[src/rtl/sram_pkg.sv]
// -----------------------------------------------------------------------------
// sram_pkg
// Shared types and constants for the sram_array storage block.
//   state_t  : controller state (ST_INIT = clear sweep running, ST_IDLE = serving)
//   RW_WRITE : value of rw that requests a write
//   RW_READ  : value of rw that requests a read
// -----------------------------------------------------------------------------
package sram_pkg;

    typedef enum logic {
        ST_INIT = 1'b0,
        ST_IDLE = 1'b1
    } state_t;

    localparam logic RW_WRITE = 1'b1;
    localparam logic RW_READ  = 1'b0;

endpackage

[src/rtl/sram_word.sv]
// -----------------------------------------------------------------------------
// sram_word
// One WIDTH-bit storage row of the array. The row has no reset; the parent
// zeroes it through the clear sweep when required.
// Ports:
//   clk    in   1      rising-edge clock
//   we     in   1      write enable for this row
//   wdata  in   WIDTH  data written when we=1
//   rdata  out  WIDTH  current row contents
// -----------------------------------------------------------------------------
module sram_word
    import sram_pkg::*;
#(
    parameter int WIDTH = 8
) (
    input  logic             clk,
    input  logic             we,
    input  logic [WIDTH-1:0] wdata,
    output logic [WIDTH-1:0] rdata
);

    logic [WIDTH-1:0] mem_r;

    // Row storage: load on write enable, otherwise hold.
    always_ff @(posedge clk) begin
        if (we) begin
            mem_r <= wdata;
        end else begin
            mem_r <= mem_r;
        end
    end

    assign rdata = mem_r;

endmodule

[src/rtl/sram_array.sv]
// -----------------------------------------------------------------------------
// sram_array
// Single-port synchronous storage of DEPTH words x WIDTH bits with a
// ready/valid request port, registered read data, address range checking and
// a hardware clear sweep (after reset when INIT_ON_RESET=1, or on clr).
// Ports:
//   clk        in   1      clock, all state changes on the rising edge
//   rst        in   1      synchronous active-high reset
//   clr        in   1      pulse: zero every word via the clear sweep
//   sel        in   1      request valid, accepted only while ready=1
//   rw         in   1      1 = write, 0 = read
//   addr       in   AW     word address
//   data       in   WIDTH  write data
//   ready      out  1      request can be accepted this cycle
//   out        out  WIDTH  registered read data (holds when out_valid=0)
//   out_valid  out  1      pulse: out carries the read accepted last cycle
//   err        out  1      pulse: request accepted last cycle was out of range
// -----------------------------------------------------------------------------
module sram_array
    import sram_pkg::*;
#(
    parameter int WIDTH         = 8,
    parameter int DEPTH         = 16,
    parameter bit INIT_ON_RESET = 1'b1,
    localparam int AW           = $clog2(DEPTH)
) (
    input  logic             clk,
    input  logic             rst,
    input  logic             clr,
    input  logic             sel,
    input  logic             rw,
    input  logic [AW-1:0]    addr,
    input  logic [WIDTH-1:0] data,
    output logic             ready,
    output logic [WIDTH-1:0] out,
    output logic             out_valid,
    output logic             err
);

    localparam logic [AW-1:0] CNT_LAST = AW'(DEPTH - 1);
    localparam logic [AW-1:0] CNT_ONE  = AW'(1'b1);
    localparam logic [AW:0]   DEPTH_W  = (AW + 1)'(DEPTH);

    state_t           state_r;
    logic [AW-1:0]    cnt_r;
    logic             ready_r;
    logic [WIDTH-1:0] out_r;
    logic             out_valid_r;
    logic             err_r;

    logic             accept_s;
    logic             in_range_s;
    logic             is_write_s;
    logic             sweeping_s;
    logic [WIDTH-1:0] wdata_s;
    logic [WIDTH-1:0] rd_word_s;
    logic [WIDTH-1:0] rdata_s [DEPTH];

    // ready_r is only ever 1 in ST_IDLE, so it also gates out requests during
    // the sweep; clr takes priority over a request in the same cycle.
    assign accept_s   = sel & ready_r & ~clr;
    assign in_range_s = ({1'b0, addr} < DEPTH_W);
    assign is_write_s = (rw == RW_WRITE);
    assign sweeping_s = (state_r == ST_INIT);
    assign wdata_s    = sweeping_s ? {WIDTH{1'b0}} : data;

    // Storage rows: written by the sweep counter in INIT, by an accepted
    // in-range write otherwise. Out-of-range writes touch no row.
    for (genvar i = 0; i < DEPTH; i++) begin : g_row
        localparam logic [AW-1:0] ROW_IDX = AW'(i);
        logic we_s;

        assign we_s = sweeping_s
                    ? (cnt_r == ROW_IDX)
                    : (accept_s & is_write_s & in_range_s & (addr == ROW_IDX));

        sram_word #(
            .WIDTH (WIDTH)
        ) u_word (
            .clk   (clk),
            .we    (we_s),
            .wdata (wdata_s),
            .rdata (rdata_s[i])
        );
    end

    // Read mux: an out-of-range address yields zero rather than an alias.
    always_comb begin
        rd_word_s = {WIDTH{1'b0}};
        for (int i = 0; i < DEPTH; i++) begin
            if (in_range_s && (addr == AW'(i))) begin
                rd_word_s = rdata_s[i];
            end else begin
                rd_word_s = rd_word_s;
            end
        end
    end

    // Controller FSM with sweep counter and registered handshake/read outputs.
    always_ff @(posedge clk) begin
        if (rst) begin
            state_r     <= INIT_ON_RESET ? ST_INIT : ST_IDLE;
            cnt_r       <= {AW{1'b0}};
            ready_r     <= ~INIT_ON_RESET;
            out_r       <= {WIDTH{1'b0}};
            out_valid_r <= 1'b0;
            err_r       <= 1'b0;
        end else begin
            out_valid_r <= 1'b0;
            err_r       <= 1'b0;
            case (state_r)
                ST_INIT: begin
                    if (clr) begin
                        cnt_r <= {AW{1'b0}};
                    end else if (cnt_r == CNT_LAST) begin
                        // This edge clears the last word; serve from next cycle.
                        state_r <= ST_IDLE;
                        ready_r <= 1'b1;
                        cnt_r   <= {AW{1'b0}};
                    end else begin
                        cnt_r <= cnt_r + CNT_ONE;
                    end
                end
                ST_IDLE: begin
                    if (clr) begin
                        state_r <= ST_INIT;
                        ready_r <= 1'b0;
                        cnt_r   <= {AW{1'b0}};
                    end else if (accept_s) begin
                        err_r <= ~in_range_s;
                        if (!is_write_s) begin
                            out_r       <= rd_word_s;
                            out_valid_r <= 1'b1;
                        end else begin
                            out_r <= out_r;
                        end
                    end else begin
                        cnt_r <= cnt_r;
                    end
                end
                default: begin
                    state_r <= ST_INIT;
                    ready_r <= 1'b0;
                    cnt_r   <= {AW{1'b0}};
                end
            endcase
        end
    end

    assign ready     = ready_r;
    assign out       = out_r;
    assign out_valid = out_valid_r;
    assign err       = err_r;

endmodule

[config.mk]
export PLATFORM = sky130hd
export DESIGN_NAME = sram_array
export DESIGN_NICKNAME = d
export VERILOG_FILES = /design/src/rtl/sram_pkg.sv /design/src/rtl/sram_word.sv /design/src/rtl/sram_array.sv
export SDC_FILE = /design/constraint.sdc
export NUM_CORES = 1
export LEC_CHECK = 0
export CAP_MARGIN = 25
export CORE_MARGIN = 4
export CORE_UTILIZATION = 40
export CTS_BUF_LIST = sky130_fd_sc_hd__clkbuf_8
export DETAILED_ROUTE_END_ITERATION = 10
export SYNTH_ARGS = -nofsm -noshare
export SYNTH_HDL_FRONTEND = slang
export SYNTH_HIERARCHICAL = 1
export SYNTH_SLANG_ARGS = --single-unit
[constraint.sdc]
create_clock -name clk -period 2.69 [get_ports clk]
set_input_delay 0.538 -clock clk [delete_from_list [all_inputs] [get_ports clk]]
set_output_delay 0.538 -clock clk [all_outputs]
set_load 0.02 [all_outputs]
======== Word-level counts from Yosys, hierarchy flattened ========
Index checks and enable logic that the tools add are counted.
word-level totals
  output and inout port bits .............. 11
  register bits ........................... 143
  logic and storage cells ................. 129
  input bits .............................. 17
operators by class
  equality and inequality tests ........... 33
  bitwise gates (word level) .............. 23
  muxes and demuxes ....................... 46
  reductions and logical operators ........ 5
  add/sub/neg operators ................... 1
operators with widths
  operator                                                                number
  8-bit 2-to-1 mux                                                        17
  4-bit equality test (second input constant)                             16
  4-bit by 3-bit equality test with 1-bit output (second input constant)  8
  1-bit 2-to-1 mux                                                        23
  1-bit AND                                                               19
  4-bit by 2-bit equality test with 1-bit output (second input constant)  4
  4-bit 2-to-1 mux                                                        3
  4-bit by 1-bit equality test with 1-bit output (second input constant)  2
  4-bit logical NOT                                                       2
  4-bit case mux with 2 select lines                                      1
  4-bit by 1-bit adder with 4-bit output (second input constant)          1
  2-bit != test (second input constant)                                   2
  1-bit inverter                                                          4
  1-bit case mux with 2 select lines                                      2
  4-bit AND reduction                                                     1
  4-bit OR reduction                                                      1
  3-bit AND reduction                                                     1
  2-bit by 1-bit != test with 1-bit output (second input constant)        1

======== Longest topological paths before layout ========
Gate-level depths: netlist (run 1).
  depth in word-level cells ............... 17
  gate-level depth with buffers ........... 8
  mapped depth without buffers ............ 5

======== Cells and area by module ========
The synthesis (run 1) kept the hierarchy.
by module, submodules not included
  module      cells an instance  area each (sq um)  instances  sequential area each (sq um)
  sram_word   8                  240.2              16         240.2
  sram_array  299                2280.9             1          300.3

======== Least setup slack after synthesis (run 1) ========
OpenSTA, ideal clock, no wires.
  kind .................................... in2reg
  start ................................... in addr[2]
  end ..................................... reg g_row[0].u_word.mem_r[0], enable pin
  stages .................................. 5
  path slack .............................. 0.547 ns
  arrival ................................. 1.759 ns
  setup time .............................. 0.384 ns
  data required time ...................... 2.306 ns
  path through ............................ buf_2 clkbuf_1 nor2_1 nand2_1 o21ai_0
between the ends
  longest elaborated chain between the ends .. 3
RTL lines
  what                     line              source
  start, declared          sram_array.sv:32  input logic [AW-1:0] addr,
  4-bit logical NOT        sram_array.sv:75  : (accept_s & is_write_s & in_range_s & (addr == ROW_IDX));
  1-bit AND                sram_array.sv:75
  1-bit 2-to-1 mux         sram_array.sv:74  ? (cnt_r == ROW_IDX)
  named net g_row[0].we_s  sram_array.sv:71  logic we_s;
  end signal, assigned     sram_word.sv:27   mem_r <= wdata;
  end signal, assigned     sram_word.sv:29   mem_r <= mem_r;
  end, declared            sram_word.sv:22   logic [WIDTH-1:0] mem_r;
The timed path passes the listed nets, and every way through them passes these cells.
A chain may end at the register's enable or synchronous reset.

======== Worst setup path in the final report (run 1) ========
  start ................................... in clr
  end ..................................... reg g_row[3].u_word.mem_r[5], enable pin
between the ends
  longest elaborated chain between the ends .. 5
RTL lines
  what                      line              source
  start, declared           sram_array.sv:29  input logic clr,
  1-bit inverter (no line)  --
  1-bit AND                 sram_array.sv:61  assign accept_s = sel & ready_r & ~clr;
  1-bit AND (2 in a row)    sram_array.sv:75
  1-bit 2-to-1 mux          sram_array.sv:74
  named net g_row[3].we_s   sram_array.sv:71
  end signal, assigned      sram_word.sv:27
  end signal, assigned      sram_word.sv:29
  end, declared             sram_word.sv:22
The timed path passes the listed nets, and every way through them passes these cells.

==> impl_metrics.tcl, run 1 <==
set metrics [dict create \
    outcome "finished, final reports clean" \
    synth_mux_area_share_pct 6.88 \
    grt_pass1_wl_mm 25.5 \
    fin_crit_sh_pct 88.8 \
    grt_usage_pct 19.7 \
    num-fill-cells 1259 \
    synth_cell_types 60 \
    cp-end-kind "flop" \
    synth_edf_count 128 \
    cts_resized 0 \
    p_seq_share_pct 52.5 \
    synth_seq_cells 143 \
    p_leak_uw 0.00232 \
    stdcell_area_um2 7250 \
    gp_congestion 0.961 \
    yosys.area_share.simple_pct 8.74 \
    first_pass_iters 5 \
    row_count 44 \
    max_freq_mhz 419 \
    diodes 0 \
    grt.overflow.total 0 \
    cap_violations 0 \
    wirelength_mm 16.9 \
    crit_type "in -> reg" \
    hold_class "reg -> reg" \
    cts-buffers-inserted 17 \
    post_cts_buffers 0 \
    core_um2 14800 \
    r2r_setup_slack_ns 0.58 \
    postSynthCellCount 427 \
    internal_power_uw 3580 \
    htreeDepth 4 \
    synth_xor_area_share_pct 0.143 \
    antenna_left 0 \
    cts_sinks 143 \
    initial_core_util_pct 41.5 \
    die_h_um 132 \
    max_slew_margin_pct 45.4 \
    setup_viol 0 \
    r2r-end "g_row[3].u_word/rdata[5]" \
    finClkSkew_ns 0.0108 \
    syn-num-nets 448 \
    synth_top_family_by_area "compound AO/OA/AOI/OAI gates" \
    grt_start_max_net_pins 32 \
    cts_hold_buf 0 \
    dp_hpwl_mm 11.8 \
    die_area_um2 17400 \
    nets 512 \
    clk-insertion-delay-late_ns 0.44 \
    synthAdderAreaFrac_pct 0.817 \
    swShare_pct 21.9 \
    via_count 4141 \
    drt_iter0_drc 475 \
    clock_path_buffers 2 \
    avgRoutedWirePerCell_um 24.6 \
    clkPwrFrac_pct 41.5 \
    placed_area_um2 6800 \
    finalSetupTns_ns 0 \
    reg2reg_depth 5 \
    ios 28 \
    synth-compound-area-share_pct 12.6 \
    cts_root_buf "clkbuf_8" \
    power_density_nw_per_um2 633 \
    drv_slew 0 \
    netlist_area_um2 6120 \
    place_ws_ns -0.0743 \
    syn2layout_area_growth_pct 18.3 \
    viasPerCell 6.03 \
    grt_pass1_vias 4173 \
    hold_viol 0 \
    cts_tree "done" \
    fin_ws_ns 0.301 \
    drive_gt1_share_pct 18.7 \
    power_uw 4590 \
    r2r_start "ready" \
    ir_worst_vdd_mv 0.340 \
    clk_pin_slew_ns 0.07 \
    crit_arrival_ns 2.53 \
    die_x_um 132 \
    cp-startpoint "clr" \
    ys_warn_count 6 \
    grt_setup_unrepaired "false" \
    avgSynthCellArea_um2 14.3 \
    synth-seq-area-share_pct 67.7 \
    tightest_slew_ns 0.819 \
    power.switching_uw 1000 \
    p_comb_share_pct 6.0 \
    remaining_drc_errors 0 \
    critPathLaunchType "input port" \
    finalWorstPathRequiredPeriod_ns 2.39 \
    crit_required_ns 2.83 \
    synth-async-reset-ratio_pct 0 \
    cp-endpoint "g_row[3].u_word/rdata[5]" \
    critPathMaxFanout 8 \
    port_buffers 26 \
    synthFlopType "edfxtp_1" \
    antenna_found_initial 0 \
]
-- sequential cells by signal (all words and copies together) (netlist names) --
signal,cells
out_valid,1
ready,1
g_row.u_word/rdata,128
out,8
state_r,1
cnt_r,4
-- layout make-up --
cell class / instances / area (um2) / share of cell area [%]
inverter: 10 / 37.5 / 0.518
clock inverter: 12 / 185 / 2.55
sequential: 143 / 4140 / 57.2
timing repair buffer: 69 / 598 / 8.25
clock buffer: 19 / 262 / 3.61
tap: 184 / 230 / 3.18
multi-input combinational: 250 / 1790 / 24.7
-- worst min-delay path by stage --
stage	from	endpoint	cells past startpoint
floorplan	cnt_r[3]	cnt_r[3]	2
global route	out[3]	out[3]	1
CTS	out[2]	out[2]	2
finish	out[2]	out[2]	2
global placement	out[2]	out[2]	2
detailed placement	out[2]	out[2]	2
-- layer usage --
layer | routed length [um] | global-route usage [%] | up-vias
li1 | - | - | 1813
met1 | 7250 | 27.2 | 2034
met2 | 7650 | 30.1 | 258
met3 | 1610 | 5.46 | 36
met4 | 423 | 6.59 | 0
met5 | 0 | 0 | -
-- stage by stage --
step	utilization (%)	hold slack [ns]	std cells
detailed placement	46.1	0.468	656
CTS	49.1	0.478	687
global placement	46.1	0.467	656
finish	49.1	0.474	687
global route	49.1	0.513	687
floorplan	-	0.504	427
-- power by group through the flow --
| stage | Combinational (uW) | Sequential, uW | Clock [uW] |
|---|---|---|---|
| floorplan | 167 | 2460 | 0 |
| global placement | 271 | 2460 | 0 |
| detailed placement | 269 | 2460 | 0 |
| CTS | 270 | 2410 | 1910 |
| global route | 290 | 2410 | 2030 |
| finish | 275 | 2410 | 1900 |
-- kinds of logic after synthesis --
| kind of cell | Yosys count |
|---|---|
| buffers and inverters | 34 |
| multiplexers | 30 |
| XOR/XNOR | 1 |
| AO/OA/AOI/OAI | 113 |
| flip-flops | 143 |
| adder cells (fa/ha/maj) | 4 |
| AND/OR/NAND/NOR | 101 |
| other | 1 |
-- critical path: stages --
cell	delay [ns]
clkdlybuf4s50_1	0.47
nand4b_1	0.40
nor2_1	0.36
nand2_1	0.19
o21ai_0	0.31
buf_4	0.26
-- synthesized netlist by cell type (3+ instances only) --
master / instances / area, um2
clkbuf_1: 9 / 33.8
a21oi_1: 20 / 100
a211oi_1: 3 / 22.5
mux2_2: 5 / 56.3
o221ai_1: 7 / 61.3
nor2b_1: 4 / 25.0
o31ai_1: 6 / 45.0
buf_2: 6 / 30.0
mux4_2: 6 / 135
o21ai_0: 22 / 110
a311oi_1: 3 / 26.3
nand4b_1: 3 / 26.3
mux2i_1: 14 / 140
o22a_1: 3 / 26.3
o2111ai_1: 4 / 35.0
dfxtp_1: 15 / 300
nor2_1: 22 / 82.6
o22ai_1: 19 / 119
inv_1: 8 / 30.0
buf_4: 6 / 45.0
ha_1: 4 / 50.1
nand3_1: 4 / 20.0
nand2b_1: 13 / 81.3
a32o_1: 4 / 40.0
and2_1: 9 / 56.3
edfxtp_1: 128 / 3840
nand2_1: 25 / 93.8
a21o_1: 3 / 22.5
nor3_1: 7 / 35.0
a31oi_1: 4 / 25.0
-- cells in the final DEF (no fill, tap or decap), types with 5 or more instances in the layout --
| cell type | Yosys | routed |
|---|---|---|
| and2_1 | 9 | 9 |
| clkbuf_8 | 0 | 19 |
| nand2b_1 | 13 | 13 |
| o21ai_0 | 22 | 22 |
| mux2_2 | 5 | 5 |
| dfxtp_1 | 15 | 15 |
| a21oi_1 | 20 | 20 |
| nor2_1 | 22 | 22 |
| clkdlybuf4s50_1 | 0 | 24 |
| edfxtp_1 | 128 | 128 |
| inv_1 | 8 | 9 |
| mux4_2 | 6 | 6 |
| mux2i_1 | 14 | 14 |
| nand2_1 | 25 | 25 |
| o31ai_1 | 6 | 6 |
| o22ai_1 | 19 | 19 |
| o221ai_1 | 7 | 7 |
| buf_4 | 6 | 41 |
| nor3_1 | 7 | 7 |
Note: power is estimated with default switching activity, not from simulation.
==> inputs of run 2 (changes only) <==
Settings changed: CTS_CLUSTER_SIZE set to 24, HOLD_SLACK_MARGIN set to 0.12, RECOVER_POWER set to 50.
==> run 2 against run 1 <==
Effect of this change:
- combinational power barely moved
- largest cell class unchanged
- fmax fell by 6.2%
- global-route usage did not move
- sequential power barely moved
- non-clock buffer count did not move
- critical endpoint is now g_row[3].u_word/rdata[3]
- largest power group unchanged
- via count barely moved
- worst setup slack got worse by 0.16 ns
- critical path depth did not move
- count of clock-buffer cells in the layout did not move
- die area did not move
==> impl_metrics.tcl, run 2 (synthesized netlist as in run 1, its figures left out) <==
set metrics [dict create \
    antenna_left 0 \
    cts_sinks 143 \
    die_area_um2 17400 \
    first_pass_iters 5 \
    diodes 0 \
    fin_ws_ns 0.145 \
    cts_root_buf "clkbuf_8" \
    crit_chain "dlygate4sd3_1, nand4b_1, nor2_1, nand2_1, o21ai_0, buf_4" \
    die_x_um 132 \
    cts-buffers-inserted 17 \
    critPathLaunchType "input port" \
    critPathMaxFanout 8 \
    drt_iter0_drc 428 \
    cts_hold_buf 0 \
    drive_gt1_share_pct 17.3 \
    place_ws_ns -0.0743 \
    crit_required_ns 2.84 \
    tightest_slew_ns 1.17 \
    outcome "finished, final reports clean" \
    grt_start_max_net_pins 32 \
    largest_reg_flops 128 \
    port_buffers 26 \
    grt_pass1_wl_mm 25.5 \
    clk-insertion-delay-late_ns 0.44 \
    avgRoutedWirePerCell_um 24.5 \
    grt.overflow.total 0 \
    ios 28 \
    grt_setup_unrepaired "false" \
    dp_hpwl_mm 11.8 \
    post_cts_buffers 0 \
    htreeDepth 4 \
    nets 512 \
    hold_class "reg -> reg" \
    crit_type "in -> reg" \
    antenna_found_initial 0 \
    crit_path_max_incr_delay_ns 0.60 \
    row_count 44 \
    via_count 4137 \
    final_cell_mix "128 x edfxtp_1, 34 x buf_4, 25 x nand2_1" \
    wirelength_mm 16.9 \
    die_h_um 132 \
    finClkSkew_ns 0.0115 \
    syn2layout_area_growth_pct 17.9 \
    cts_tree "done" \
    num-fill-cells 1268 \
    final_common_cell "edfxtp_1" \
    finalWorstPathRequiredPeriod_ns 2.55 \
    power_density_nw_per_um2 634 \
    grt_usage_pct 19.7 \
    max_freq_mhz 393 \
    clk_pin_slew_ns 0.07 \
    cp-end-kind "flop" \
    placed_area_um2 6800 \
    initial_core_util_pct 41.5 \
    cap_violations 0 \
    viasPerCell 6.02 \
    cts_resized 0 \
    max_slew_margin_pct 21.8 \
    p_leak_uw 0.00229 \
    fin_crit_sh_pct 94.6 \
    drv_slew 0 \
    cpMaxStageDelayCell "dlygate4sd3_1" \
    clock_path_buffers 2 \
    ir_worst_vdd_mv 0.339 \
    setup_viol 0 \
    remaining_drc_errors 0 \
    core_um2 14800 \
    grt_pass1_vias 4173 \
    hold_viol 0 \
    stdcell_area_um2 7220 \
    gp_congestion 0.961 \
    crit_arrival_ns 2.69 \
]
-- run 2: cell type report --
type,instances,area (um2),share of cell area [%]
Sequential cell,143,4140,57.4
Multi-Input combinational cell,250,1790,24.8
Timing Repair Buffer,69,572,7.92
Clock buffer,19,262,3.62
Tap cell,184,230,3.19
Clock inverter,12,185,2.56
Inverter,10,37.5,0.520
-- run 2: power by group --
| part | internal, uW | switching [uW] |
|---|---|---|
| clock | 1070 | 834 |
| combinational | 111 | 161 |
| sequential | 2400 | 6.31 |
-- run 2: final timing paths --
path	slack, ns	startpoint	cells after the start	end
max	0.14	clr	6	g_row[3].u_word/rdata[3]
min reg2reg	0.47	out[2]	2	out[2]
max reg2reg	0.40	state_r	3	g_row[9].u_word/rdata[6]
min	0.47	out[2]	2	out[2]
-- run 2: layer usage --
| layer | global-route usage (%) | up-vias | part of all wire [%] |
|---|---|---|---|
| met3 | 5.46 | 39 | 9.8 |
| met2 | 30.1 | 254 | 46 |
| li1 | - | 1811 | - |
| met1 | 27.2 | 2033 | 42 |
| met5 | 0 | - | 0 |
| met4 | 6.59 | 0 | 2.4 |
-- run 2: stage by stage --
| step | std cells | utilization [%] | hold WS, ns | setup TNS (ns) | total power (uW) |
|---|---|---|---|---|---|
| floorplan | 427 | - | 0.504 | 0 | 2620 |
| detailed placement | 656 | 46.1 | 0.468 | -1.00 | 2730 |
| global route | 687 | 48.9 | 0.509 | 0 | 4730 |
| global placement | 656 | 46.1 | 0.467 | -1.15 | 2730 |
| finish | 687 | 48.9 | 0.472 | 0 | 4580 |
| CTS | 687 | 49.1 | 0.478 | 0 | 4590 |
-- run 2: critical path: cells and delay by family --
kind	cells	cell delay (ns)
compound gates	1	0.31
simple gates	3	1.00
buf+inv	2	0.85
